`src/rtl/mem_port_arbiter_if.sv`:
```
// Bundle of the fetch, data and unified-memory handshake signals seen by the arbiter.
// slave is the arbiter's view; master is the surrounding pipeline/memory view.
interface mem_port_arbiter_if;
  localparam int unsigned AW = 16;
  localparam int unsigned DW = 16;

  logic          if_req;
  logic [AW-1:0] if_addr;
  logic          if_flush;
  logic [DW-1:0] if_rdata;
  logic          if_done;
  logic          if_stall;

  logic          dm_rd;
  logic          dm_wr;
  logic [AW-1:0] dm_addr;
  logic [DW-1:0] dm_wdata;
  logic [DW-1:0] dm_rdata;
  logic          dm_done;
  logic          dm_stall;

  logic          mem_rd;
  logic          mem_wr;
  logic [AW-1:0] mem_addr;
  logic [DW-1:0] mem_wdata;
  logic [DW-1:0] mem_rdata;
  logic          mem_done;

  logic          err;

  modport slave (
    input  if_req, if_addr, if_flush,
    output if_rdata, if_done, if_stall,
    input  dm_rd, dm_wr, dm_addr, dm_wdata,
    output dm_rdata, dm_done, dm_stall,
    output mem_rd, mem_wr, mem_addr, mem_wdata,
    input  mem_rdata, mem_done,
    output err
  );

  modport master (
    output if_req, if_addr, if_flush,
    input  if_rdata, if_done, if_stall,
    output dm_rd, dm_wr, dm_addr, dm_wdata,
    input  dm_rdata, dm_done, dm_stall,
    input  mem_rd, mem_wr, mem_addr, mem_wdata,
    output mem_rdata, mem_done,
    input  err
  );
endinterface

```
`src/rtl/mem_port_arbiter.sv`:
```
// Shares one variable-latency memory port between instruction fetch and the memory stage.
// Data accesses win ties; flushed fetches are drained silently; timeouts and illegal requests set a sticky err.
module mem_port_arbiter #(
  parameter int unsigned MAX_WAIT = 64
) (
  input logic                clk,
  input logic                rst,
  mem_port_arbiter_if.slave  bus
);

  localparam int unsigned CNT_W = 8;
  localparam int unsigned DW    = 16;

  typedef enum logic [1:0] {
    IDLE       = 2'd0,
    DM_BUSY    = 2'd1,
    IF_BUSY    = 2'd2,
    IF_DISCARD = 2'd3
  } state_t;

  state_t           state;
  state_t           state_next;
  logic [CNT_W-1:0] wait_cnt;
  logic [CNT_W-1:0] wait_cnt_next;
  logic             err_q;
  logic             err_next;
  logic             dm_req;
  logic             dm_bad;
  logic             expired;

  assign dm_req  = bus.dm_rd ^ bus.dm_wr;
  assign dm_bad  = bus.dm_rd & bus.dm_wr;
  // Last busy cycle allowed without mem_done before the access is abandoned.
  assign expired = (wait_cnt == CNT_W'(MAX_WAIT - 1));
  assign bus.err = err_q;

  always_ff @(posedge clk) begin
    if (rst) begin
      state    <= IDLE;
      wait_cnt <= '0;
      err_q    <= 1'b0;
    end else begin
      state    <= state_next;
      wait_cnt <= wait_cnt_next;
      err_q    <= err_next;
    end
  end

  always_comb begin
    state_next    = state;
    wait_cnt_next = wait_cnt;
    err_next      = err_q;
    bus.mem_rd    = 1'b0;
    bus.mem_wr    = 1'b0;
    bus.mem_addr  = '0;
    bus.mem_wdata = '0;
    bus.if_done   = 1'b0;
    bus.if_rdata  = '0;
    bus.dm_done   = 1'b0;
    bus.dm_rdata  = '0;
    bus.if_stall  = 1'b0;
    bus.dm_stall  = 1'b0;

    unique case (state)
      IDLE: begin
        // Late or stale mem_done is ignored here; counter is primed for the next busy state.
        wait_cnt_next = '0;
        if (dm_bad) begin
          err_next = 1'b1;
        end else if (dm_req) begin
          bus.mem_rd    = bus.dm_rd;
          bus.mem_wr    = bus.dm_wr;
          bus.mem_addr  = bus.dm_addr;
          bus.mem_wdata = bus.dm_wdata;
          state_next    = DM_BUSY;
        end else if (bus.if_req && !bus.if_flush) begin
          bus.mem_rd   = 1'b1;
          bus.mem_addr = bus.if_addr;
          state_next   = IF_BUSY;
        end
      end

      DM_BUSY: begin
        if (bus.mem_done) begin
          bus.dm_done  = 1'b1;
          bus.dm_rdata = bus.mem_rdata;
          state_next   = IDLE;
        end else if (expired) begin
          err_next   = 1'b1;
          state_next = IDLE;
        end else begin
          wait_cnt_next = wait_cnt + CNT_W'(1);
        end
      end

      IF_BUSY: begin
        if (bus.mem_done) begin
          if (!bus.if_flush) begin
            bus.if_done  = 1'b1;
            bus.if_rdata = bus.mem_rdata;
          end
          state_next = IDLE;
        end else if (expired) begin
          err_next   = 1'b1;
          state_next = IDLE;
        end else begin
          wait_cnt_next = wait_cnt + CNT_W'(1);
          if (bus.if_flush) begin
            state_next = IF_DISCARD;
          end
        end
      end

      IF_DISCARD: begin
        // The cancelled fetch still owns the port until its response drains.
        if (bus.mem_done) begin
          state_next = IDLE;
        end else if (expired) begin
          err_next   = 1'b1;
          state_next = IDLE;
        end else begin
          wait_cnt_next = wait_cnt + CNT_W'(1);
        end
      end

      default: begin
        state_next = IDLE;
      end
    endcase

    bus.dm_stall = (bus.dm_rd | bus.dm_wr) & ~bus.dm_done;
    bus.if_stall = bus.if_req & ~bus.if_done & ~bus.if_flush;

    // Hold every combinational output quiet while reset is asserted.
    if (rst) begin
      bus.mem_rd    = 1'b0;
      bus.mem_wr    = 1'b0;
      bus.mem_addr  = '0;
      bus.mem_wdata = '0;
      bus.if_done   = 1'b0;
      bus.if_rdata  = DW'(0);
      bus.dm_done   = 1'b0;
      bus.dm_rdata  = DW'(0);
      bus.if_stall  = 1'b0;
      bus.dm_stall  = 1'b0;
    end
  end

endmodule

```
`src/flat_wrapper.sv`:
```
// flat-port wrapper written by rule: the top's interface ports become plain ports
module mem_port_arbiter_flat 
#(
  parameter int unsigned MAX_WAIT = 64
)
  (clk, rst, bus_if_req, bus_if_addr, bus_if_flush, bus_if_rdata, bus_if_done, bus_if_stall, bus_dm_rd, bus_dm_wr, bus_dm_addr, bus_dm_wdata, bus_dm_rdata, bus_dm_done, bus_dm_stall, bus_mem_rd, bus_mem_wr, bus_mem_addr, bus_mem_wdata, bus_mem_rdata, bus_mem_done, bus_err);
  mem_port_arbiter_if bus_i ();
  input logic clk;
  input logic rst;
  input wire logic [$bits(bus_i.if_req)-1:0] bus_if_req;
  input wire logic [$bits(bus_i.if_addr)-1:0] bus_if_addr;
  input wire logic [$bits(bus_i.if_flush)-1:0] bus_if_flush;
  output wire logic [$bits(bus_i.if_rdata)-1:0] bus_if_rdata;
  output wire logic [$bits(bus_i.if_done)-1:0] bus_if_done;
  output wire logic [$bits(bus_i.if_stall)-1:0] bus_if_stall;
  input wire logic [$bits(bus_i.dm_rd)-1:0] bus_dm_rd;
  input wire logic [$bits(bus_i.dm_wr)-1:0] bus_dm_wr;
  input wire logic [$bits(bus_i.dm_addr)-1:0] bus_dm_addr;
  input wire logic [$bits(bus_i.dm_wdata)-1:0] bus_dm_wdata;
  output wire logic [$bits(bus_i.dm_rdata)-1:0] bus_dm_rdata;
  output wire logic [$bits(bus_i.dm_done)-1:0] bus_dm_done;
  output wire logic [$bits(bus_i.dm_stall)-1:0] bus_dm_stall;
  output wire logic [$bits(bus_i.mem_rd)-1:0] bus_mem_rd;
  output wire logic [$bits(bus_i.mem_wr)-1:0] bus_mem_wr;
  output wire logic [$bits(bus_i.mem_addr)-1:0] bus_mem_addr;
  output wire logic [$bits(bus_i.mem_wdata)-1:0] bus_mem_wdata;
  input wire logic [$bits(bus_i.mem_rdata)-1:0] bus_mem_rdata;
  input wire logic [$bits(bus_i.mem_done)-1:0] bus_mem_done;
  output wire logic [$bits(bus_i.err)-1:0] bus_err;
  assign bus_i.if_req = bus_if_req;
  assign bus_i.if_addr = bus_if_addr;
  assign bus_i.if_flush = bus_if_flush;
  assign bus_if_rdata = bus_i.if_rdata;
  assign bus_if_done = bus_i.if_done;
  assign bus_if_stall = bus_i.if_stall;
  assign bus_i.dm_rd = bus_dm_rd;
  assign bus_i.dm_wr = bus_dm_wr;
  assign bus_i.dm_addr = bus_dm_addr;
  assign bus_i.dm_wdata = bus_dm_wdata;
  assign bus_dm_rdata = bus_i.dm_rdata;
  assign bus_dm_done = bus_i.dm_done;
  assign bus_dm_stall = bus_i.dm_stall;
  assign bus_mem_rd = bus_i.mem_rd;
  assign bus_mem_wr = bus_i.mem_wr;
  assign bus_mem_addr = bus_i.mem_addr;
  assign bus_mem_wdata = bus_i.mem_wdata;
  assign bus_i.mem_rdata = bus_mem_rdata;
  assign bus_i.mem_done = bus_mem_done;
  assign bus_err = bus_i.err;
  mem_port_arbiter #(.MAX_WAIT(MAX_WAIT)) u_core (.clk(clk), .rst(rst), .bus(bus_i));
endmodule
```
`config.mk`:
```
export PLATFORM = sky130hd
export DESIGN_NAME = mem_port_arbiter_flat
export DESIGN_NICKNAME = d
export VERILOG_FILES = /design/src/rtl/mem_port_arbiter_if.sv /design/src/rtl/mem_port_arbiter.sv /design/src/flat_wrapper.sv
export SDC_FILE = /design/constraint.sdc
export NUM_CORES = 1
export LEC_CHECK = 0
export ABC_AREA = 0
export BUFFER_PORTS_ARGS = -buffer_cell sky130_fd_sc_hd__buf_4
export CAP_MARGIN = 20
export CELL_PAD_IN_SITES_DETAIL_PLACEMENT = 1
export CELL_PAD_IN_SITES_GLOBAL_PLACEMENT = 1
export CORE_AREA = 10 10 87 89
export CTS_CLUSTER_SIZE = 8
export DETAILED_ROUTE_END_ITERATION = 10
export DIE_AREA = 0 0 97 99
export HOLD_SLACK_MARGIN = 0.1
export MAX_ROUTING_LAYER = met4
export PLACE_DENSITY_LB_ADDON = 0.1
export SYNTH_ARGS = -nofsm -noshare
export SYNTH_HDL_FRONTEND = slang
export SYNTH_SLANG_ARGS = --single-unit
```
`constraint.sdc`:
```
create_clock -name clk -period 3.69 [get_ports clk]
set_input_delay 0.5535 -clock clk [delete_from_list [all_inputs] [get_ports clk]]
set_output_delay 0.5535 -clock clk [all_outputs]
set_load 0.02 [all_outputs]
```
==> out/results.ini <==
[floorplan]
die_w_um=97
dieArea_sq_mm=0.00960
core_sq_mm=0.00585
initial_core_util_pct=21.3
core.rowCount=28
ios=142
die_y_um=99

[global_routing]
grt_pass1_wl_um=10700
grt_overflow_total=0
grt_usage_pct=13.6
grt_pass1_vias=2060
grtUsageMet1_pct=16.3
grt_max_degree=32
antenna_found_initial=0
top_usage_layer=met2
use_met3_pct=5.59
use_met2_pct=20.3

[placed_design]
dp_cells=384
placed_area_sq_mm=0.00236
portBuffers=141
hpwl_um=5700
pre_cts_ws_ns=1.06
gp_congestion=0.775

[power]
ir_drop_mv=0.0964
power_density_mw_per_mm2=205
p_leak_nw=1.25

[clock_network]
cts.root.buffer_cell=clkbuf_8
htreeDepth=1
clk_pin_slew_ns=0.05
cts_tree=yes
clockBufferDepth=2
postCtsSetupBuffers=0
ctsResizeCount=0
ctsHoldBuffers=0
numClockSinks=11
numCtsBuffers=3
clkLatencyLatePin_ns=0.25

[setup_path]
start_kind=input port
critPathMaxStageDelay_ns=0.76
critical_path_arrival_ns=2.08
crit_path_max_fanout=16
cp_cell_sequence=buf_4 -> ha_1 -> or4_1 -> nor2_1 -> buf_4
critPathSlowestCell=or4_1
crit_required_ns=3.14
endpoint_kind=primary output
cpMostUsedCell=buf_4
critPathKind=input port to primary output

[sta]
slew_headroom_pct=65.6
clock.fmax_mhz=379
fin_crit_ns=2.64
hold_viol=0
rsz0062_at_grt=no
finalSetupViolCount=0
holdWs_ns=0.492
finalSetupTns_ns=0
fin_worst_skew_ns=0.000932
worst_pin_slew_ns=0.514
slew_viol_final=0
setup_slack_ns=1.05
min_period_over_period_pct=71.4

[logic_synthesis]
ys_ff_latch=11
synth.area.top_cells=dfxtp_1 (18%), and2_1 (16%), a22oi_1 (9.6%)
synth_area_per_cell_sq_um=6.96
synth.most_common_cell=and2_1
netlist_area_sq_mm=0.00125
ys_types=38
async_flop_share_pct=0
ys.flop_type=dfxtp_1
ys_seq_area_share_pct=17.7
synth_top_area_share_pct=17.7
yosysTopAreaCell=dfxtp_1
netlist_instances=179
synth_warnings=0
synth_edf_count=0
synth_nets=254
ys_top_cells_by_count=and2_1 (32), nor2_1 (27), a22oi_1 (16), and3_1 (16), dfxtp_1 (11)

[finish]
area_growth_pct=93.3
nets=389
finish.instance_area_sq_mm=0.00241
drive_above_1_share_pct=49.2
antenna_cells=0
stdcell_count=388

[route]
via_per_inst=4.71
vias=1827
wl_per_cell_um=17.3
drt_iter0_drc=53
drt-total-wl_um=6700
ant_nets=0
drcViolationCount=0
first_pass_iters=4

[min_path]
hold_path.class=flop to flop

[flow_run]
max_cap_violations=0

[status]
outcome=completed

-- critical path: cells and delay by family --
family	cells	cell delay, ns
fa+ha+maj	1	0.26
simple gates	2	0.98
buf+inv	2	0.29
-- worst paths after layout --
path | startpoint | to | slack (ns) | cells after the start
worst max register to register | u_core.wait_cnt[2]$_SDFFE_PP0P_ | u_core.bus.err$_SDFFE_PP0P_ | 2.06 | 4
worst min register to register | u_core.wait_cnt[4]$_SDFFE_PP0P_ | u_core.wait_cnt[4]$_SDFFE_PP0P_ | 0.49 | 2
worst min-delay path | u_core.wait_cnt[4]$_SDFFE_PP0P_ | u_core.wait_cnt[4]$_SDFFE_PP0P_ | 0.49 | 2
worst max-delay path | bus_dm_wr | bus_mem_addr[12] | 1.05 | 5
-- registers in the layout, summed over array words and instances (netlist names) --
name	flops
u_core.state	2
u_core.wait_cnt	8
u_core.bus.err	1
-- report_power, final --
part	switching [W]	internal [W]	total [W]	leakage, nW
Clock	0.0000511	0.0000764	0.000127	0.0228
Combinational	0.000118	0.000117	0.000235	1.14
Sequential	0.00000818	0.000123	0.000131	0.0891
Total	0.000177	0.000316	0.000493	1.25
-- kinds of logic (layout without fill, tap and decap cells) --
| logic type | count (synthesis) | count (layout) | share of synthesized area (%) |
|---|---|---|---|
| AO/OA/AOI/OAI | 34 | 34 | 18.2 |
| XOR/XNOR | 4 | 4 | 2.81 |
| adder cells (fa/ha/maj) | 4 | 4 | 4.02 |
| buffers and inverters | 20 | 154 | 7.03 |
| flip-flops | 11 | 11 | 17.7 |
| multiplexers | 1 | 1 | 0.803 |
| AND/OR/NAND/NOR | 105 | 105 | 49.5 |
-- metal layers --
layer / routed length (um) / up-vias
met5: 0 / -
met4: 95 / 0
met3: 774 / 8
met2: 2810 / 123
met1: 3030 / 798
li1: - / 898
-- cell type report --
| cell class | count | area, sq um |
|---|---|---|
| fill | 742 | 3440 |
| clock buffer | 4 | 45.0 |
| tap | 75 | 93.8 |
| inverter | 4 | 15.0 |
| timing repair buffer | 146 | 1100 |
| multi-input combinational | 148 | 938 |
| sequential | 11 | 220 |
-- cells in the final DEF, fill, tap and decap left out, types with 2 or more instances in the layout --
| master | instances |
|---|---|
| buf_4 | 146 |
| and2_1 | 32 |
| nor2_1 | 27 |
| and3_1 | 16 |
| a22oi_1 | 16 |
| dfxtp_1 | 11 |
| a21oi_1 | 7 |
| nor3_1 | 5 |
| nand2_1 | 4 |
| inv_1 | 4 |
| xnor2_1 | 4 |
| o21ai_0 | 4 |
| ha_1 | 4 |
| clkbuf_8 | 3 |
| nor4_2 | 2 |
| nor4b_1 | 2 |
| nor2b_1 | 2 |
| a31oi_1 | 2 |
| nand4_1 | 2 |
| or4b_1 | 2 |
| or3_1 | 2 |
-- per-stage QoR --
step,total power (W),util (%)
6_report,0.000493,41.2
5_1_grt,0.000527,41.2
4_1_cts,0.000500,41.2
3_5_place_dp,0.000372,40.4
3_3_place_gp,0.000369,40.4
2_1_floorplan,0.000245,-
Power figures use the tool's default switching activity.
